File: config.mk
export PLATFORM = sky130hd
export DESIGN_NAME = uart_rx_flat
export DESIGN_NICKNAME = d
export VERILOG_FILES = /design/src/rtl/uart_rx_if.sv /design/src/rtl/uart_rx.sv /design/src/flat_wrapper.sv
export SDC_FILE = /design/constraint.sdc
export NUM_CORES = 1
export LEC_CHECK = 0
export ABC_CLOCK_PERIOD_IN_PS = 2800
export CORE_MARGIN = 4
export CORE_UTILIZATION = 59
export CTS_CLUSTER_DIAMETER = 50
export CTS_CLUSTER_SIZE = 14
export DETAILED_ROUTE_END_ITERATION = 6
export GPL_ROUTABILITY_DRIVEN = 0
export PLACE_DENSITY = 0.91
export SYNTH_ARGS = -nofsm -noshare
export SYNTH_HDL_FRONTEND = slang
export SYNTH_SLANG_ARGS = --single-unit
File: constraint.sdc
create_clock -name clk -period 2.8 [get_ports clk]
set_input_delay 0.56 -clock clk [delete_from_list [all_inputs] [get_ports clk]]
set_output_delay 0.56 -clock clk [all_outputs]
set_load 0.02 [all_outputs]
File: src/rtl/uart_rx_if.sv
// -----------------------------------------------------------------------------
// uart_rx_if
//   Bundles the serial line and the byte-side outputs of the UART receiver so
//   the receiver and whatever drives its line / consumes its bytes share one
//   port.
//
//   Signals
//     rx_in       serial line into the receiver (asynchronous to clk)
//     data_out    last correctly received byte
//     data_valid  1-cycle pulse: data_out updated this cycle
//     frame_err   1-cycle pulse: stop bit sampled low
//     rx_busy     receiver is inside a frame (FSM not idle)
//
//   Modports
//     slave   receiver side: consumes rx_in, produces the byte-side outputs
//     master  environment side: drives rx_in, observes the byte-side outputs
// -----------------------------------------------------------------------------
interface uart_rx_if;
   logic       rx_in;
   logic [7:0] data_out;
   logic       data_valid;
   logic       frame_err;
   logic       rx_busy;

   modport slave (
      input  rx_in,
      output data_out,
      output data_valid,
      output frame_err,
      output rx_busy
   );

   modport master (
      output rx_in,
      input  data_out,
      input  data_valid,
      input  frame_err,
      input  rx_busy
   );
endinterface : uart_rx_if

File: src/rtl/uart_rx.sv
// -----------------------------------------------------------------------------
// uart_rx
//   Serial receiver for 8N1 frames: 1 start bit (0), 8 data bits LSB first,
//   1 stop bit (1); the line idles high. The asynchronous line is brought into
//   the clk domain by a two-flop synchroniser; the FSM works only on the
//   synchronised copy. The start bit is re-checked at its centre to reject
//   glitches, then every following bit is sampled one bit period later, i.e.
//   at its centre. Each completed frame produces exactly one 1-cycle pulse:
//   data_valid for a good stop bit, frame_err for a low stop bit.
//
//   Parameters
//     CLKS_PER_BIT  clk cycles per serial bit; must be even and >= 4
//
//   Ports
//     clk    in   system clock, all state on the rising edge
//     rst_n  in   asynchronous reset, active-low
//     rx     uart_rx_if.slave
//              rx_in       in   serial line (asynchronous)
//              data_out    out  last correctly received byte
//              data_valid  out  1-cycle pulse, data_out updated this cycle
//              frame_err   out  1-cycle pulse, stop bit sampled low
//              rx_busy     out  high whenever the FSM is not IDLE
//
//   Latency: if edge N is the first clk edge that samples rx_in low, the
//   start check is at edge N+2+HALF, data bit k is sampled at edge
//   N+2+HALF+(k+1)*CLKS_PER_BIT and the result pulse is high in the cycle
//   after edge N+2+HALF+9*CLKS_PER_BIT.
// -----------------------------------------------------------------------------
module uart_rx #(
   parameter int CLKS_PER_BIT = 16
) (
   input  logic     clk,
   input  logic     rst_n,
   uart_rx_if.slave rx
);

   localparam int HALF  = CLKS_PER_BIT / 2;
   localparam int CNT_W = $clog2(CLKS_PER_BIT);

   // Terminal counts: cnt stops at these values and is cleared, so it never
   // wraps and CNT_W bits are always enough.
   localparam logic [CNT_W-1:0] CNT_HALF_END = CNT_W'(HALF - 1);
   localparam logic [CNT_W-1:0] CNT_BIT_END  = CNT_W'(CLKS_PER_BIT - 1);

   typedef enum logic [2:0] {
      IDLE,
      START,
      DATA,
      STOP,
      WAIT_HI
   } state_e;

   // ---------------------------------------------------------------------------
   // State
   // ---------------------------------------------------------------------------
   state_e           state_q,      state_d;
   logic [1:0]       sync_q,       sync_d;
   logic [CNT_W-1:0] cnt_q,        cnt_d;
   logic [2:0]       bit_idx_q,    bit_idx_d;
   logic [7:0]       shift_q,      shift_d;
   logic [7:0]       data_q,       data_d;
   logic             data_valid_q, data_valid_d;
   logic             frame_err_q,  frame_err_d;

   // Synchronised line: sync_q[0] may go metastable, sync_q[1] is the only
   // copy the FSM is allowed to look at.
   logic rx_s;
   assign rx_s = sync_q[1];

   // ---------------------------------------------------------------------------
   // Next-state logic
   // ---------------------------------------------------------------------------
   always_comb begin
      // NOTE: every _d signal gets a default before the case so that no path
      // leaves one unassigned; a missing default here would infer a latch.
      state_d      = state_q;
      sync_d       = {sync_q[0], rx.rx_in};
      cnt_d        = cnt_q;
      bit_idx_d    = bit_idx_q;
      shift_d      = shift_q;
      data_d       = data_q;
      data_valid_d = 1'b0;
      frame_err_d  = 1'b0;

      unique case (state_q)
         IDLE: begin
            if (!rx_s) begin
               state_d = START;
               cnt_d   = '0;
            end
         end

         START: begin
            if (cnt_q == CNT_HALF_END) begin
               cnt_d = '0;
               if (!rx_s) begin
                  state_d   = DATA;
                  bit_idx_d = '0;
               end else begin
                  // Line went back high before mid-bit: a glitch, not a frame.
                  state_d = IDLE;
               end
            end else begin
               cnt_d = cnt_q + 1'b1;
            end
         end

         DATA: begin
            if (cnt_q == CNT_BIT_END) begin
               cnt_d              = '0;
               shift_d[bit_idx_q] = rx_s;
               if (bit_idx_q == 3'd7) begin
                  state_d = STOP;
               end else begin
                  bit_idx_d = bit_idx_q + 1'b1;
               end
            end else begin
               cnt_d = cnt_q + 1'b1;
            end
         end

         STOP: begin
            if (cnt_q == CNT_BIT_END) begin
               cnt_d = '0;
               if (rx_s) begin
                  data_d       = shift_q;
                  data_valid_d = 1'b1;
                  state_d      = IDLE;
               end else begin
                  // data_out keeps the last good byte; a bad frame never
                  // overwrites it.
                  frame_err_d = 1'b1;
                  state_d     = WAIT_HI;
               end
            end else begin
               cnt_d = cnt_q + 1'b1;
            end
         end

         WAIT_HI: begin
            // A held-low line (break) must not be read as a string of start
            // bits, so wait for the line to return high before re-arming.
            if (rx_s) begin
               state_d = IDLE;
            end
         end

         default: begin
            state_d = IDLE;
         end
      endcase
   end

   // ---------------------------------------------------------------------------
   // State register
   // ---------------------------------------------------------------------------
   always_ff @(posedge clk or negedge rst_n) begin
      if (!rst_n) begin
         // Synchroniser resets to the idle line level so reset release never
         // looks like a start bit.
         state_q      <= IDLE;
         sync_q       <= 2'b11;
         cnt_q        <= '0;
         bit_idx_q    <= '0;
         shift_q      <= '0;
         data_q       <= '0;
         data_valid_q <= 1'b0;
         frame_err_q  <= 1'b0;
      end else begin
         // NOTE: non-blocking assignments so every flop samples the values
         // computed from the previous state, independent of statement order.
         state_q      <= state_d;
         sync_q       <= sync_d;
         cnt_q        <= cnt_d;
         bit_idx_q    <= bit_idx_d;
         shift_q      <= shift_d;
         data_q       <= data_d;
         data_valid_q <= data_valid_d;
         frame_err_q  <= frame_err_d;
      end
   end

   // ---------------------------------------------------------------------------
   // Outputs
   // ---------------------------------------------------------------------------
   assign rx.data_out   = data_q;
   assign rx.data_valid = data_valid_q;
   assign rx.frame_err  = frame_err_q;
   assign rx.rx_busy    = (state_q != IDLE);

endmodule : uart_rx

File: src/flat_wrapper.sv
// flat-port wrapper written by rule: the top's interface ports become plain ports
module uart_rx_flat 
#(
   parameter int CLKS_PER_BIT = 16
)
  (clk, rst_n, rx_rx_in, rx_data_out, rx_data_valid, rx_frame_err, rx_rx_busy);
  uart_rx_if rx_i ();
  input  logic clk;
  input  logic rst_n;
  input wire logic [$bits(rx_i.rx_in)-1:0] rx_rx_in;
  output wire logic [$bits(rx_i.data_out)-1:0] rx_data_out;
  output wire logic [$bits(rx_i.data_valid)-1:0] rx_data_valid;
  output wire logic [$bits(rx_i.frame_err)-1:0] rx_frame_err;
  output wire logic [$bits(rx_i.rx_busy)-1:0] rx_rx_busy;
  assign rx_i.rx_in = rx_rx_in;
  assign rx_data_out = rx_i.data_out;
  assign rx_data_valid = rx_i.data_valid;
  assign rx_frame_err = rx_i.frame_err;
  assign rx_rx_busy = rx_i.rx_busy;
  uart_rx #(.CLKS_PER_BIT(CLKS_PER_BIT)) u_core (.clk(clk), .rst_n(rst_n), .rx(rx_i));
endmodule
# After elaboration in Yosys (flattened, before gate mapping)
# Index checks and enable logic that the tools add are counted.
# classes
n_addsub,2
order_cmp,2
eq_ne,15
n_mux,27
reduce_logical,11
# op_table
cell,n
2-to-1 mux 3 bit,11
one-hot mux 3 bit (5 select lines),1
2-to-1 mux 4 bit,3
one-hot mux 4 bit (3 select lines),1
"inequality test 2 x 1 -> 1 bit, second input constant",5
bitwise mux 8 bit,1
2-to-1 mux 1 bit,7
"equality test 3 x 2 -> 1 bit, second input constant",2
"equality test 3 bit, second input constant",2
"inequality test 2 bit, second input constant",3
one-hot mux 3 bit (2 select lines),1
AND reduction 6 bit,1
nonzero test 3 bit,2
AND reduction 5 bit,1
"adder 4 x 1 -> 4 bit, second input constant",1
"equality test 4 x 3 -> 1 bit, second input constant",1
"equality test 4 bit, second input constant",1
"< comparator 3 x 4 -> 1 bit, second input constant",1
AND reduction 2 bit,2
"adder 3 x 1 -> 3 bit, second input constant",1
demux 1 bit (select 3 bit),1
"equality test 3 x 1 -> 1 bit, second input constant",1
"greater-or-equal comparator 3 x 1 -> 1 bit, second input constant",1
zero test 3 bit,1
other kinds (5),5
# totals
ff_bits,30
in_bits,3
output_inout_bits,11
elab_cells,65

# Depth between registers and ports, before layout
# depth
depth_word,5
depth_mapped,6
depth_no_buf,5

# Least setup slack after synthesis
# No wires, ideal clock.
# synth_timing
kind,register -> register
from,register u_core.cnt_q[0]
to,register u_core.data_q[0] (netlist: u_core.rx.data_out[0])
setup_time_ns,0.125
arrival_time_ns,1.574
required_time_ns,2.675
setup_slack_ns,1.102
path_stages_with_launch,7
n_path_buf,2
synth_period_minus_slack_ns,1.698
cell_sequence,dfrtp_1 ha_1 buf_4 and3_1 buf_2 nand4_2 mux2_2
# synth_via
elab_chain_cells,2
# synth_rtl
element,line,text
start: declaration,uart_rx.sv:58,"logic [CNT_W-1:0] cnt_q, cnt_d;"
start signal: assignment,uart_rx.sv:174,cnt_q <= cnt_d;
equality test 4 bit,uart_rx.sv:123,if (cnt_q == CNT_BIT_END) begin
AND reduction 3 bit (no source line),--,
end signal: assignment,uart_rx.sv:177,data_q <= data_d;
end: declaration,uart_rx.sv:61,"logic [7:0] data_q, data_d;"
# No other way between the ends.
# A chain may end at the register's enable or synchronous reset.

# Worst setup path after layout
# layout_timing
from,register u_core.state_q[2]
to,output rx_rx_busy
# layout_via
elab_chain_cells,1
# layout_rtl
element,line,text
start: declaration,uart_rx.sv:56,"state_e state_q, state_d;"
start signal: assignment,uart_rx.sv:172,state_q <= state_d;
nonzero test 3 bit,uart_rx.sv:189,assign rx.rx_busy = (state_q != IDLE);
end: declaration,flat_wrapper.sv:14,output wire logic [$bits(rx_i.rx_busy)-1:0] rx_rx_busy;
# No other way between the ends.

==> results.md <==
- Die width: around 57 um
- DR WL/cell: around 15 um
- Critical Path Source Type: flop
- Final Max Tran Viols: 0
- DR vias/cell: ~6.0
- Crit Path Class: reg2out
- Worst setup margin: just over 0.4 ns
- Clk sink count: 30
- Endpoints failing hold: 0
- WP data required: approximately 2.2 ns
- ANT cells: 0
- Clock Latency Late Sink: ~0.33 ns
- GR Layer Usage met1: 0.198
- Netlist cell types: 37
- Final hold slack: ~0.37 ns
- Slowest cell on crit path: clkdlybuf4s50_1
- Synth Area per Inst: 11.9 um^2
- Synth area leaders: dfrtp_1 49%, mux2_2 13%, dfstp_2 3.7%, ha_1 2.6%, nand4_1 2.2%
- CTS Root Cell: clkbuf_4
- Most Used Layer, Global Route: met2
- CP delay by family, top: buffers and inverters
- Share of layout cells above drive strength 1: 0.239
- Yosys warns: 0
- Number of hold buffers added after cts: 0
- Max-cap violations: 0
- Total global routing overflow: 0
- Die ar.: ~3300 um^2
- Tcrit/Tclk final: 0.856
- Class of the worst hold path: reg2reg
- H-tree Lvls: 2
- Fillers: 162
- Syn Nets: 126
- First-pass GRT wire length: roughly 4.3 mm
- Die height: 57.1 um
- Buf/Inv on CP: 1
- Setup Fix Bufs, Post-CTS: 0
- Initial core utilization: 0.632
- CTS max path bufs: 2
- Final setup fails: 0
- Core area: roughly 2300 um^2
- Number of buffers added on ports: 13
- CTS tree: yes
- Vias in the first global route: around 960
- Initial antenna violation count: 0
- Mapped Cells: 120
- Seq/Total Area, Yosys: 0.529
- Tmin final: 2.40 ns
- Cell-by-cell trace of the critical path: or3_1 -> clkdlybuf4s50_1
- Leak Pwr: between 0.0007 and 0.0008 uW
- Via count: around 970
- Worst Setup End Kind: output pin
- Power density over the cells: between 700 and 800 nW/um^2
- Crit-path max cell delay: between 0.5 and 0.6 ns
- Area growth, synth to finish: 13.8%
- Worst-Margin Slew: 0.482 ns
- FF+latch count, synth: 30
- Status: finished, final reports clean
- R2r setup slk: around 0.77 ns
- Synth area leader: dfrtp_1
- Antenna Violating Nets Remaining: 0
- Met3 Resource Use GR: 0.0769
- Drt total wl: 2.50 mm
- Worst-path fanout max: 14
- Setup Skew: approximately 0.0096 ns
- Max-slew headroom: 0.678
- Unrepaired setup endpoints after global routing: no
- Fmax: roughly 420 MHz
- Site row count: 17
- Dpl ws: just under 0.8 ns
- Resized Gates After CTS: 0
- Drt drc: 0
- Area share of the largest cell type after synthesis: 0.492
- Total Neg Setup Slack: 0 ns
- Worst-path clk slew: 0.09 ns
- Initial DRC Count: 16
- Worst VDD drop: slightly below 800 uV
- Post-DP HPWL: ~1.8 mm
- Nets: 139
- Tot GR Track Use: 0.176
- M2 GR Usage: 0.295
- Pin count of the biggest net entering global routing: 31
- IO Pins: 14
- Worst Path Arrival: 1.84 ns
- Mapped cell area: about 1400 um^2
- Num CTS Buffers: 5
- DR pass1 iterations: 4
cell usage after synthesis:
cell / n
dfrtp_1: 28
mux2_2: 17
nand2_1: 6
inv_1: 5
nand4_1: 5
clkbuf_1: 4
nand3_1: 4
nor2_1: 4
nor3b_1: 4
a22o_1: 3
ha_1: 3
nor3_1: 3
a21o_1: 2
a21oi_1: 2
a31oi_1: 2
buf_2: 2
buf_4: 2
dfstp_2: 2
mux2i_1: 2
nor2b_1: 2
or2_2: 2
a211o_1: 1
a211oi_1: 1
a41oi_1: 1
and3_1: 1
and3b_1: 1
mux2_1: 1
nand4_2: 1
nand4bb_1: 1
nor4_1: 1
nor4b_2: 1
o211ai_1: 1
o21ai_0: 1
o2bb2ai_1: 1
or3_1: 1
or4_1: 1
xnor2_1: 1
through the flow:
stage | instances | utilization | cell area (um^2) | total power [uW]
after global placement | 154 | 0.690 | 1560 | 865
after floorplan | 120 | - | 1420 | 831
after detailed placement | 154 | 0.690 | 1560 | 895
after CTS | 162 | 0.719 | 1620 | 1160
after global routing | 162 | 0.719 | 1620 | 1240
final | 162 | 0.719 | 1620 | 1160
report_power, final:
part,internal (uW),total [uW],switching [uW]
clock network,120,268,147
registers,489,600,111
logic,150,290,140
total,759,1160,398
cells in the final DEF, fill, tap and decap left out, types with 3 or more instances in the layout:
master / n
a22o_1: 3
clkbuf_4: 5
clkdlybuf4s50_1: 13
dfrtp_1: 28
ha_1: 3
inv_1: 5
mux2_2: 17
nand2_1: 6
nand3_1: 4
nand4_1: 5
nor2_1: 4
nor3_1: 3
nor3b_1: 4
sequential cells by signal, summed over array words and instances (netlist names):
register              flops
u_core.bit_idx_q          3
u_core.state_q            3
u_core.rx.data_valid      1
u_core.shift_q            8
u_core.cnt_q              4
u_core.rx.data_out        8
u_core.sync_q             2
u_core.rx.frame_err       1
cell type report:
| class | instances | area, um^2 | share of cell area |
|---|---|---|---|
| well taps | 28 | 35.0 | 0.0216 |
| clock inverters | 2 | 12.5 | 0.00772 |
| flip-flops and latches | 30 | 753 | 0.465 |
| clock buffers | 6 | 51.3 | 0.0317 |
| multi-input cells | 77 | 612 | 0.378 |
| repair buffers | 14 | 138 | 0.0849 |
| inverters | 5 | 18.8 | 0.0116 |
final timing paths:
| check | end | from | cells past startpoint |
|---|---|---|---|
| worst max-delay path | rx_rx_busy | u_core.state_q[2] | 2 |
| worst min-delay path | u_core.sync_q[1] | u_core.sync_q[0] | 0 |
| worst max register to register | u_core.rx.data_out[4] | u_core.cnt_q[0] | 4 |
| worst min register to register | u_core.sync_q[1] | u_core.sync_q[0] | 0 |
| max in group asynchronous | u_core.sync_q[0] | rst_n | 2 |
| min in group asynchronous | u_core.state_q[2] | rst_n | 2 |
routing by layer:
layer  routed length (um)  vias to the layer above
li1                     -                      464
met1                 1010                      472
met2                 1280                       27
met3                  154                        5
met4                   49                        0
met5                    0                        -
cells by family after synthesis:
logic type,after synthesis,synth area share
and+or+nand+nor,38,0.163
DFF,30,0.529
muxes,20,0.156
AOI/OAI and AO/OA,15,0.0773
buffers and inverters,13,0.0413
adders and majority gates,3,0.0264
xor gates and xnor gates,1,0.00615
No activity file was read; power rests on OpenSTA's default activity.
